**config.mk**
```make
export PLATFORM = sky130hd
export DESIGN_NAME = traffic_monitor
export DESIGN_NICKNAME = d
export VERILOG_FILES = /design/src/rtl/traffic_pkg.sv /design/src/rtl/traffic_monitor_seg7.sv /design/src/rtl/traffic_monitor.sv
export SDC_FILE = /design/constraint.sdc
export NUM_CORES = 1
export LEC_CHECK = 0
export BUFFER_PORTS_ARGS = -buffer_cell sky130_fd_sc_hd__buf_4
export CORE_MARGIN = 4
export CORE_UTILIZATION = 50
export DETAILED_ROUTE_END_ITERATION = 16
export GPL_ROUTABILITY_DRIVEN = 0
export MAX_ROUTING_LAYER = met4
export PLACE_DENSITY_LB_ADDON = 0.08
export SYNTH_ARGS = -nofsm -noshare
export SYNTH_HDL_FRONTEND = slang
export SYNTH_SLANG_ARGS = --single-unit
```
**constraint.sdc**
```tcl
create_clock -name clk -period 3.35 [get_ports clk]
set_input_delay 0.335 -clock clk [delete_from_list [all_inputs] [get_ports clk]]
set_output_delay 0.335 -clock clk [all_outputs]
set_load 0.005 [all_outputs]
```
**src/rtl/traffic_pkg.sv**
```systemverilog
// Shared types and constants for the traffic-light controller and its bus monitor.
// Segment codes are active-low, bit order gfedcba.
package traffic_pkg;

    typedef enum logic [1:0] {
        RED    = 2'b00,
        GREEN  = 2'b01,
        YELLOW = 2'b10,
        NONE   = 2'b11
    } phase_e;

    // Monitor FSM encoding matches phase_e so the state drives the phase output directly.
    typedef enum logic [1:0] {
        ST_RED    = 2'b00,
        ST_GREEN  = 2'b01,
        ST_YELLOW = 2'b10,
        ST_SYNC   = 2'b11
    } mon_state_e;

    localparam int RED_SEC_DEF    = 18;
    localparam int GREEN_SEC_DEF  = 15;
    localparam int YELLOW_SEC_DEF = 3;

    localparam logic [6:0] SEG_0     = 7'b1000000;
    localparam logic [6:0] SEG_1     = 7'b1111001;
    localparam logic [6:0] SEG_2     = 7'b0100100;
    localparam logic [6:0] SEG_3     = 7'b0110000;
    localparam logic [6:0] SEG_4     = 7'b0011001;
    localparam logic [6:0] SEG_5     = 7'b0010010;
    localparam logic [6:0] SEG_6     = 7'b0000010;
    localparam logic [6:0] SEG_7     = 7'b1111000;
    localparam logic [6:0] SEG_8     = 7'b0000000;
    localparam logic [6:0] SEG_9     = 7'b0010000;
    localparam logic [6:0] SEG_BLANK = 7'b1111111;

    function automatic logic [6:0] seg_encode(input logic [3:0] d);
        case (d)
            4'd0: seg_encode = SEG_0;
            4'd1: seg_encode = SEG_1;
            4'd2: seg_encode = SEG_2;
            4'd3: seg_encode = SEG_3;
            4'd4: seg_encode = SEG_4;
            4'd5: seg_encode = SEG_5;
            4'd6: seg_encode = SEG_6;
            4'd7: seg_encode = SEG_7;
            4'd8: seg_encode = SEG_8;
            4'd9: seg_encode = SEG_9;
            default: seg_encode = SEG_BLANK;
        endcase
    endfunction

endpackage

```
**src/rtl/traffic_monitor_seg7.sv**
```systemverilog
// Combinational decode of one active-low 7-segment digit back to its BCD value.
module seg7_digit_decode
    import traffic_pkg::*;
(
    input  logic [6:0] code,
    output logic [3:0] digit,
    output logic       valid
);

    always_comb begin
        digit = 4'd0;
        valid = 1'b1;
        case (code)
            SEG_0: digit = 4'd0;
            SEG_1: digit = 4'd1;
            SEG_2: digit = 4'd2;
            SEG_3: digit = 4'd3;
            SEG_4: digit = 4'd4;
            SEG_5: digit = 4'd5;
            SEG_6: digit = 4'd6;
            SEG_7: digit = 4'd7;
            SEG_8: digit = 4'd8;
            SEG_9: digit = 4'd9;
            default: valid = 1'b0;
        endcase
    end

endmodule

```
**src/rtl/traffic_monitor.sv**
```systemverilog
// Passive checker for the traffic-light controller: decodes the countdown display,
// follows the lamp phase sequence and per-second timing, and raises sticky error flags.
module traffic_monitor
    import traffic_pkg::*;
#(
    parameter int TICK_CYCLES = 10000000,
    parameter int TOL_CYCLES  = 2,
    parameter int RED_SEC     = RED_SEC_DEF,
    parameter int GREEN_SEC   = GREEN_SEC_DEF,
    parameter int YELLOW_SEC  = YELLOW_SEC_DEF
) (
    input  logic        clk,
    input  logic        rst,
    input  logic        en,
    input  logic        red_light,
    input  logic        yellow_light,
    input  logic        green_light,
    input  logic [15:0] display_led,
    input  logic        clr_err,
    output logic [1:0]  phase,
    output logic [5:0]  cur_value,
    output logic        phase_done,
    output logic        err_onehot,
    output logic        err_code,
    output logic        err_seq,
    output logic        err_count,
    output logic        err_timing,
    output logic        err_any
);

    localparam logic [26:0] T_MIN = 27'(TICK_CYCLES - TOL_CYCLES);
    localparam logic [26:0] T_MAX = 27'(TICK_CYCLES + TOL_CYCLES);

    logic        s_vld, s_en, s_clr;
    logic [2:0]  s_lamp;                    // {green, yellow, red}
    logic [15:0] s_disp;

    mon_state_e  state_q, state_d, lamp_st;
    logic [2:0]  p_lamp;
    logic [6:0]  p_val, dec_val, val_now;
    logic [25:0] sec_cnt;
    logic [26:0] elapsed;
    logic        stalled, stall_d, cnt_clr, done_d, t_bad, lamp_oh;
    logic [3:0]  ones, tens;
    logic        ones_ok, tens_ok, dig_ok;
    logic        set_oh, set_code, set_seq, set_cnt, set_tim;

    always_ff @(posedge clk) begin
        if (rst) begin
            s_vld  <= 1'b0;
            s_en   <= 1'b0;
            s_clr  <= 1'b0;
            s_lamp <= 3'b000;
            s_disp <= 16'h0000;
        end else begin
            s_vld  <= 1'b1;
            s_en   <= en;
            s_clr  <= clr_err;
            s_lamp <= {green_light, yellow_light, red_light};
            s_disp <= display_led;
        end
    end

    seg7_digit_decode u_ones (.code(s_disp[6:0]),  .digit(ones), .valid(ones_ok));
    seg7_digit_decode u_tens (.code(s_disp[14:8]), .digit(tens), .valid(tens_ok));

    assign dig_ok  = ones_ok & tens_ok;
    assign dec_val = {3'b000, tens} * 7'd10 + {3'b000, ones};
    assign val_now = dig_ok ? dec_val : p_val;
    assign elapsed = {1'b0, sec_cnt} + 27'd1;
    assign t_bad   = (elapsed < T_MIN) | (elapsed > T_MAX);
    assign lamp_oh = (s_lamp == 3'b001) | (s_lamp == 3'b010) | (s_lamp == 3'b100);

    always_comb begin
        case (s_lamp)
            3'b010:  lamp_st = ST_YELLOW;
            3'b100:  lamp_st = ST_GREEN;
            default: lamp_st = ST_RED;
        endcase
    end

    function automatic mon_state_e succ(input mon_state_e st);
        case (st)
            ST_RED:   succ = ST_GREEN;
            ST_GREEN: succ = ST_YELLOW;
            default:  succ = ST_RED;
        endcase
    endfunction

    function automatic logic [6:0] start_val(input mon_state_e st);
        case (st)
            ST_GREEN:  start_val = 7'(GREEN_SEC);
            ST_YELLOW: start_val = 7'(YELLOW_SEC);
            default:   start_val = 7'(RED_SEC);
        endcase
    endfunction

    always_comb begin
        state_d  = state_q;
        done_d   = 1'b0;
        stall_d  = stalled;
        cnt_clr  = 1'b0;
        set_oh   = 1'b0;
        set_seq  = 1'b0;
        set_cnt  = 1'b0;
        set_tim  = 1'b0;
        set_code = s_vld & (~dig_ok | ~s_disp[7] | ~s_disp[15] | (dig_ok & (dec_val > 7'd63)));
        if (s_vld) begin
            if (!lamp_oh) begin
                set_oh = 1'b1;
            end else if (state_q == ST_SYNC) begin
                if (s_lamp != p_lamp) begin
                    state_d = lamp_st;
                    cnt_clr = 1'b1;
                    stall_d = 1'b0;
                end
            end else if (s_lamp == p_lamp) begin
                if (val_now == p_val) begin
                    // Report a stalled second once; re-armed by the next value change.
                    if (elapsed > T_MAX && !stalled) begin
                        set_tim = 1'b1;
                        stall_d = 1'b1;
                    end
                end else if (p_val != 7'd0 && val_now == p_val - 7'd1) begin
                    set_tim = t_bad & ~stalled;
                    cnt_clr = 1'b1;
                    stall_d = 1'b0;
                end else begin
                    // Re-anchor the second on the adopted value.
                    set_cnt = 1'b1;
                    cnt_clr = 1'b1;
                    stall_d = 1'b0;
                end
            end else if (lamp_st == succ(state_q)) begin
                done_d  = 1'b1;
                set_seq = (p_val != 7'd0) | (val_now != start_val(lamp_st));
                set_tim = t_bad & ~stalled;
                cnt_clr = 1'b1;
                stall_d = 1'b0;
                state_d = lamp_st;
            end else begin
                set_seq = 1'b1;
                cnt_clr = 1'b1;
                stall_d = 1'b0;
                state_d = lamp_st;
            end
        end
    end

    always_ff @(posedge clk) begin
        if (rst) begin
            state_q    <= ST_SYNC;
            p_lamp     <= 3'b000;
            p_val      <= 7'd0;
            sec_cnt    <= 26'd0;
            stalled    <= 1'b0;
            cur_value  <= 6'd0;
            phase_done <= 1'b0;
            err_onehot <= 1'b0;
            err_code   <= 1'b0;
            err_seq    <= 1'b0;
            err_count  <= 1'b0;
            err_timing <= 1'b0;
        end else begin
            state_q    <= state_d;
            phase_done <= done_d;
            stalled    <= stall_d;
            if (s_vld) begin
                p_val     <= val_now;
                cur_value <= (val_now > 7'd63) ? 6'd63 : val_now[5:0];
                if (lamp_oh) p_lamp <= s_lamp;
            end
            if (cnt_clr || state_q == ST_SYNC) sec_cnt <= 26'd0;
            else if (s_en && sec_cnt != '1)    sec_cnt <= sec_cnt + 26'd1;
            err_onehot <= (err_onehot & ~s_clr) | set_oh;
            err_code   <= (err_code   & ~s_clr) | set_code;
            err_seq    <= (err_seq    & ~s_clr) | set_seq;
            err_count  <= (err_count  & ~s_clr) | set_cnt;
            err_timing <= (err_timing & ~s_clr) | set_tim;
        end
    end

    assign phase   = state_q;
    assign err_any = err_onehot | err_code | err_seq | err_count | err_timing;

endmodule

```
-- After elaboration in Yosys (flattened, before gate mapping)
Cells that the tools add are included.
W data, S select, Z words.
- output and inout port bits: 15
- bits of input ports: 23
- logic and storage cells: 164
- flip-flop bits (word level): 73
- add/subtract/negate cells: 4
- multiply operators: 1
- equality and inequality tests: 35
- $lt $le $gt $ge: 4
- bitwise operators: 32
- multiplexer cells: 55
- reduce and logical (&&, ||, !) cells: 16
- operators by type and width (operator ; count):
    $pmux W4 S9 ; 2
    $eq A7 B5 Y1 const B ; 6
    $eq A7 B7 Y1 const B ; 6
    $mux W7 ; 6
    $mux W1 ; 36
    $eq A7 B6 Y1 const B ; 4
    $add A26 B1 Y27 const B ; 1
    $gt A27 B24 Y1 const B ; 1
    $lt A27 B24 Y1 const B ; 1
    $add A26 B1 Y26 const B ; 1
    $ne A26 B26 Y1 const B ; 1
    $reduce_or A10 Y1 ; 2
    $or A1 B1 Y1 ; 16
    $eq A7 B2 Y1 const B ; 2
    $eq A7 B7 Y1 ; 2
    $gt A7 B6 Y1 const B ; 2
    $logic_not A7 Y1 ; 2
    $mux W2 ; 7
    $pmux W5 S2 ; 1
    $and A1 B1 Y1 ; 9
    $pmux W2 S2 ; 2
    $reduce_and A4 Y1 ; 2
    $add A7 B4 Y7 ; 1
    $ne A7 B7 Y1 ; 1
    other kinds (23) ; 33

-- Longest topological paths before layout
- depth after elaboration: 20
- depth in mapped cells: 19
- mapped depth without buffers: 18

-- Hierarchy
From an unflattened synthesis, not the netlist that was laid out.
- cells, all modules: 576
- area total of the unflattened synthesis: 4684.5 µm²
- by module, submodules not included (module ; sequential area each (µm²) ; area an instance (µm²) ; instances ; cells each):
    traffic_monitor ; 1461.4 ; 4236.6 ; 1 ; 512
    seg7_digit_decode ; 0.0 ; 224.0 ; 2 ; 32

-- Least setup slack after synthesis
OpenSTA, ideal clock, no wires.
- path kind: register to register
- start point: register s_disp[14]
- end point: register err_timing
- stages on the path, launching flop included: 16
- path buffers: 1
- arrival time: 3609 ps
- period minus slack after synthesis: 3668 ps
- path slack: -318 ps
- data required time: 3290 ps
- library setup time: 60 ps
- cells stage by stage: dfxtp_1 buf_12 or4_1 a221o_1 inv_1 ha_1 ha_1 nor2b_1 o21ai_0 xor3_2 and2_2 a41oi_2 nor2_2 or3b_1 o21ai_1 a22o_1
- word-level cells in the longest chain between the ends: 14
- elaborated cells on any way between the ends: 27
- classes of those cells: add/sub (1); mul (1); eq/ne (11); mux (9); bitwise (2); reduce/logical (3)
- RTL lines (item ; line ; text):
    from (decl) ; traffic_monitor.sv:36 ; logic [15:0] s_disp;
    from (signal assigned) ; traffic_monitor.sv:60 ; s_disp <= display_led;
    $eq A7 B5 Y1 (tied with other cells) ; traffic_monitor_seg7.sv:13 ; case (code)
    $pmux W4 S9 or $reduce_or A10 Y1 (tied branches) ; n/a ;
    $mul A4 B3 Y6 or $mux W1 (tied branches) ; traffic_monitor.sv:68, traffic_monitor_seg7.sv:13 ;
    $add A7 B4 Y7 or $and A1 B1 Y1 (tied branches) ; traffic_monitor.sv:68, traffic_monitor.sv:67 ;
    $mux W7 * ; traffic_monitor.sv:69 ; assign val_now = dig_ok ? dec_val : p_val;
    $eq A7 B7 Y1 ; traffic_monitor.sv:124 ; end else if (p_val != 7'd0 && val_now == p_val - 7'd1) begin
    $logic_and A1 B1 Y1 ; traffic_monitor.sv:124 ;
    $mux W1 ; traffic_monitor.sv:124 ;
    $mux W1 * ; traffic_monitor.sv:118 ; if (val_now == p_val) begin
    $mux W1 * ; traffic_monitor.sv:117 ; end else if (s_lamp == p_lamp) begin
    $mux W1 * ; traffic_monitor.sv:111 ; end else if (state_q == ST_SYNC) begin
    $mux W1 * ; traffic_monitor.sv:109 ; if (!lamp_oh) begin
    $mux W1 * ; traffic_monitor.sv:108 ; if (s_vld) begin
    $or A1 B1 Y1 * ; traffic_monitor.sv:179 ; err_timing <= (err_timing & ~s_clr) | set_tim;
    to (signal assigned) ; traffic_monitor.sv:179 ;
    to (decl) ; traffic_monitor.sv:27 ; output logic err_timing,
Mark *: on every way between the ends. The rest lies on a longest branch, timed or not.
A chain may end at the register's enable or synchronous reset.

-- Worst setup path after layout
- start point: register s_disp[9]
- end point: register err_timing
Same word-level chain as after synthesis.

==> impl_metrics.py <==
metrics = {
    "sta": {
        "layout_setup_ws_ps": -346.8,
        "drv_slew": 0,
        "fmax_mhz": 270.5,
        "slew-limit-headroom_pct": 47.12,
        "hold_ws_ps": 187.0,
        "period_needed_ps": 3697,
        "tightest_slew_ps": 787.1,
        "fin_crit_sh_pct": 110.4,
        "hold_viol_final": 0,
        "setup_viol": 30,
        "rsz0062_at_grt": "true",
        "clock_skew_ps": 9.517,
    },
    "floorplanning": {
        "die_w_um": 104.6,
        "die_y_um": 104.6,
        "num_rows": 34,
        "pin_count": 38,
        "coreArea_um2": 8891,
        "die_area_um2": 10940,
        "initial_core_util_pct": 52.48,
    },
    "grt": {
        "antenna_found_initial": 0,
        "grt_max_degree": 48,
        "grt_pass1_vias": 4217,
        "gr-total-overflow": 0,
        "grt_pass1_wl_um": 19320,
        "grt_usage_pct": 21.69,
    },
    "final_layout": {
        "layout.cells.non_filler": 777,
        "area_delta_synth_final_pct": 24.67,
        "postLayoutCoreUtil_pct": 65.42,
        "antenna_cells": 0,
        "drive_gt1_share_pct": 26.16,
        "n_fill_cell": 804,
        "final_nets": 697,
    },
    "setup_path": {
        "crit_fanout": 4,
        "cp-start-kind": "register",
        "cp.arrival_ps": 4010,
        "worstReg2RegEnd": "err_timing$_SDFF_PP0_",
        "crit_path_end": "err_timing$_SDFF_PP0_",
        "crit_required_ps": 3660,
        "crit_path_start": "s_disp[9]$_SDFF_PP0_",
        "rr_worst_depth": 14,
        "setup.worst_path.end_class": "register",
        "reg2reg_from": "s_disp[9]$_SDFF_PP0_",
        "setup.worst_path.class": "reg2reg",
        "r2r_slack_ps": -350,
    },
    "status": {
        "violations": "negative setup slack",
        "status": "finished with violations",
    },
    "pwr": {
        "p_leak_nw": 2.295,
        "ir_drop_mv": 0.1931,
        "p_per_area_nw_per_um2": 354.0,
        "p_total_mw": 2.059,
    },
    "cts": {
        "clock_sinks": 73,
        "holdBufCountCts": 0,
        "cts_tree": "yes",
        "clkTransAtPathRegs_ps": 80,
        "cts.htree.levels": 3,
        "numCtsBuffers": 9,
        "insertion_delay_ps": 360,
        "cts_buffer_depth": 2,
        "clock_tree.root_cell": "clkbuf_8",
    },
    "route": {
        "wl_um": 11550,
        "drtIter0Drc": 211,
        "viasPerCell": 5.653,
        "num_vias": 4392,
        "routedWlPerCell_um": 14.87,
        "postRouteAntennaNets": 0,
        "drt-pass1-iter-count": 4,
        "drc": 0,
    },
    "yosys": {
        "yosysSeqAreaShare_pct": 31.32,
        "synth.area.top_cells": "dfxtp_1 31%, nor2_1 6.0%, xor2_1 5.4%",
        "synth_top_cell_area_share_pct": 31.32,
        "synth_common_cells": "75 x nor2_1, 73 x dfxtp_1, 45 x nand2_1, 29 x xor2_1, 27 x nor2b_1",
        "synth_async_sr_flop_share_pct": 0,
        "ys_ff_latch": 73,
        "syn_area_um2": 4666,
        "ys_warn_count": 0,
        "synthesis.nets": 623,
        "syn_inst": 590,
        "synth.distinct_cells": 77,
        "syn_area_per_cell_um2": 7.908,
        "yosys.area.top_type": "dfxtp_1",
        "synth_flop_cell": "dfxtp_1",
        "post-synth-top-count-cell": "nor2_1",
        "synth_edf_count": 0,
    },
    "placement": {
        "hpwl_um": 8188,
        "io_buffers": 37,
        "dp.cells": 753,
        "pre_cts_ws_ps": -523.5,
    },
    "hold_path": {
        "min_path_type": "in2reg",
    },
    "run": {
        "drv_cap": 0,
    },
}
layout by cell type (no fill, tap or decap), drive strengths merged, types with 3 or more instances in the layout:
master | Yosys | layout
a2111oi | 3 | 3
nand2b | 8 | 8
and4 | 3 | 3
clkinv | 0 | 4
nor3b | 4 | 4
nor2 | 76 | 76
mux2i | 9 | 9
dfxtp | 73 | 73
nand2 | 45 | 45
and3 | 10 | 10
a211oi | 9 | 9
nor4 | 14 | 14
or3 | 7 | 7
nand4 | 14 | 14
o21ai | 23 | 23
o22ai | 4 | 4
a21oi | 25 | 25
clkbuf | 20 | 9
nor3 | 25 | 25
and2 | 6 | 6
xor2 | 29 | 29
inv | 21 | 22
nand3 | 25 | 25
xnor2 | 25 | 25
buf | 17 | 101
a31oi | 10 | 10
ha | 8 | 8
a311oi | 3 | 3
a211o | 4 | 4
nand3b | 3 | 3
nor2b | 27 | 27
layer usage:
layer | track usage, % | share of wire (%) | vias to the layer above
met5 | - | 0 | -
met4 | 4.405 | 0.99 | 0
met3 | 4.624 | 3.2 | 12
met2 | 38.88 | 53 | 64
met1 | 25.08 | 43 | 2081
li1 | - | - | 2235
report_power, final:
part / switching [mW] / total, mW / internal [mW]
clock: 0.349 / 0.693 / 0.343
combinational: 0.207 / 0.429 / 0.222
sequential: 0.0390 / 0.938 / 0.899
total: 0.595 / 2.06 / 1.46
state kept, by name, indices dropped and copies added, names as in the netlist:
register	cells
err_code	1
p_val	7
phase	2
phase_done	1
err_timing	1
err_count	1
p_lamp	3
s_en	1
sec_cnt	26
s_clr	1
err_onehot	1
err_seq	1
stalled	1
s_lamp	3
s_vld	1
s_disp	16
cur_value	6
critical path, stage by stage (launching register included):
cell and delay (ps):
dfxtp_2 340, or4_4 570, nor3_4 180, ha_4 240, ha_4 150, fa_2 550
nand2_2 50, a21oi_2 100, xor3_2 340, xnor2_2 190, a41oi_4 220, nor2_2 80
or3b_1 380, o21ai_1 120, a22o_1 140
logic make-up (layout without fill, tap and decap cells):
kind of cell             after synthesis  in the layout  share of synthesized area (%)
buffers and inverters                 59            138                          6.275
AO/OA/AOI/OAI                        108            108                          15.80
multiplexers                           9              9                          1.931
flip-flops                            73             73                          31.32
AND/OR/NAND/NOR                      275            275                          30.46
XOR/XNOR                              56             56                          11.21
adder cells (fa/ha/maj)               10             10                          3.004
how the worst min path moves through the flow:
stage / start / endpoint / slack (ps) / depth (start not counted)
after global placement: stalled$_SDFFE_PP0P_ / stalled$_SDFFE_PP0P_ / 480 / 1
final: display_led[10] / s_disp[10]$_SDFF_PP0_ / 190 / 2
after global routing: red_light / s_lamp[0]$_SDFF_PP0_ / 170 / 2
after CTS: red_light / s_lamp[0]$_SDFF_PP0_ / 170 / 2
after detailed placement: cur_value[1]$_SDFFE_PP0P_ / cur_value[1]$_SDFFE_PP0P_ / 480 / 2
after floorplan: stalled$_SDFFE_PP0P_ / stalled$_SDFFE_PP0P_ / 460 / 1
final cells by class:
cell class | instances | area, um2 | area share, %
tap | 108 | 135.1 | 2.323
timing repair buffer | 101 | 782.0 | 13.44
multi-input combinational | 458 | 3153 | 54.21
inverter | 21 | 78.83 | 1.355
clock inverter | 7 | 70.07 | 1.205
clock buffer | 9 | 123.9 | 2.129
sequential | 73 | 1474 | 25.34
stage by stage:
stage	instance area, um2	TNS, ps
finish	5817	-6003
global route	5817	-10700
CTS	5572	-8745
detailed placement	5308	-12070
global placement	5308	-6843
floorplan	4682	-5954
repair_timing:
action,CTS,global route
setup buffers,3,6
gates resized for setup,14,43
gates cloned,0,0
pin swaps,5,17
setup endpoints to repair,38,38
Power figures use the tool's default switching activity.
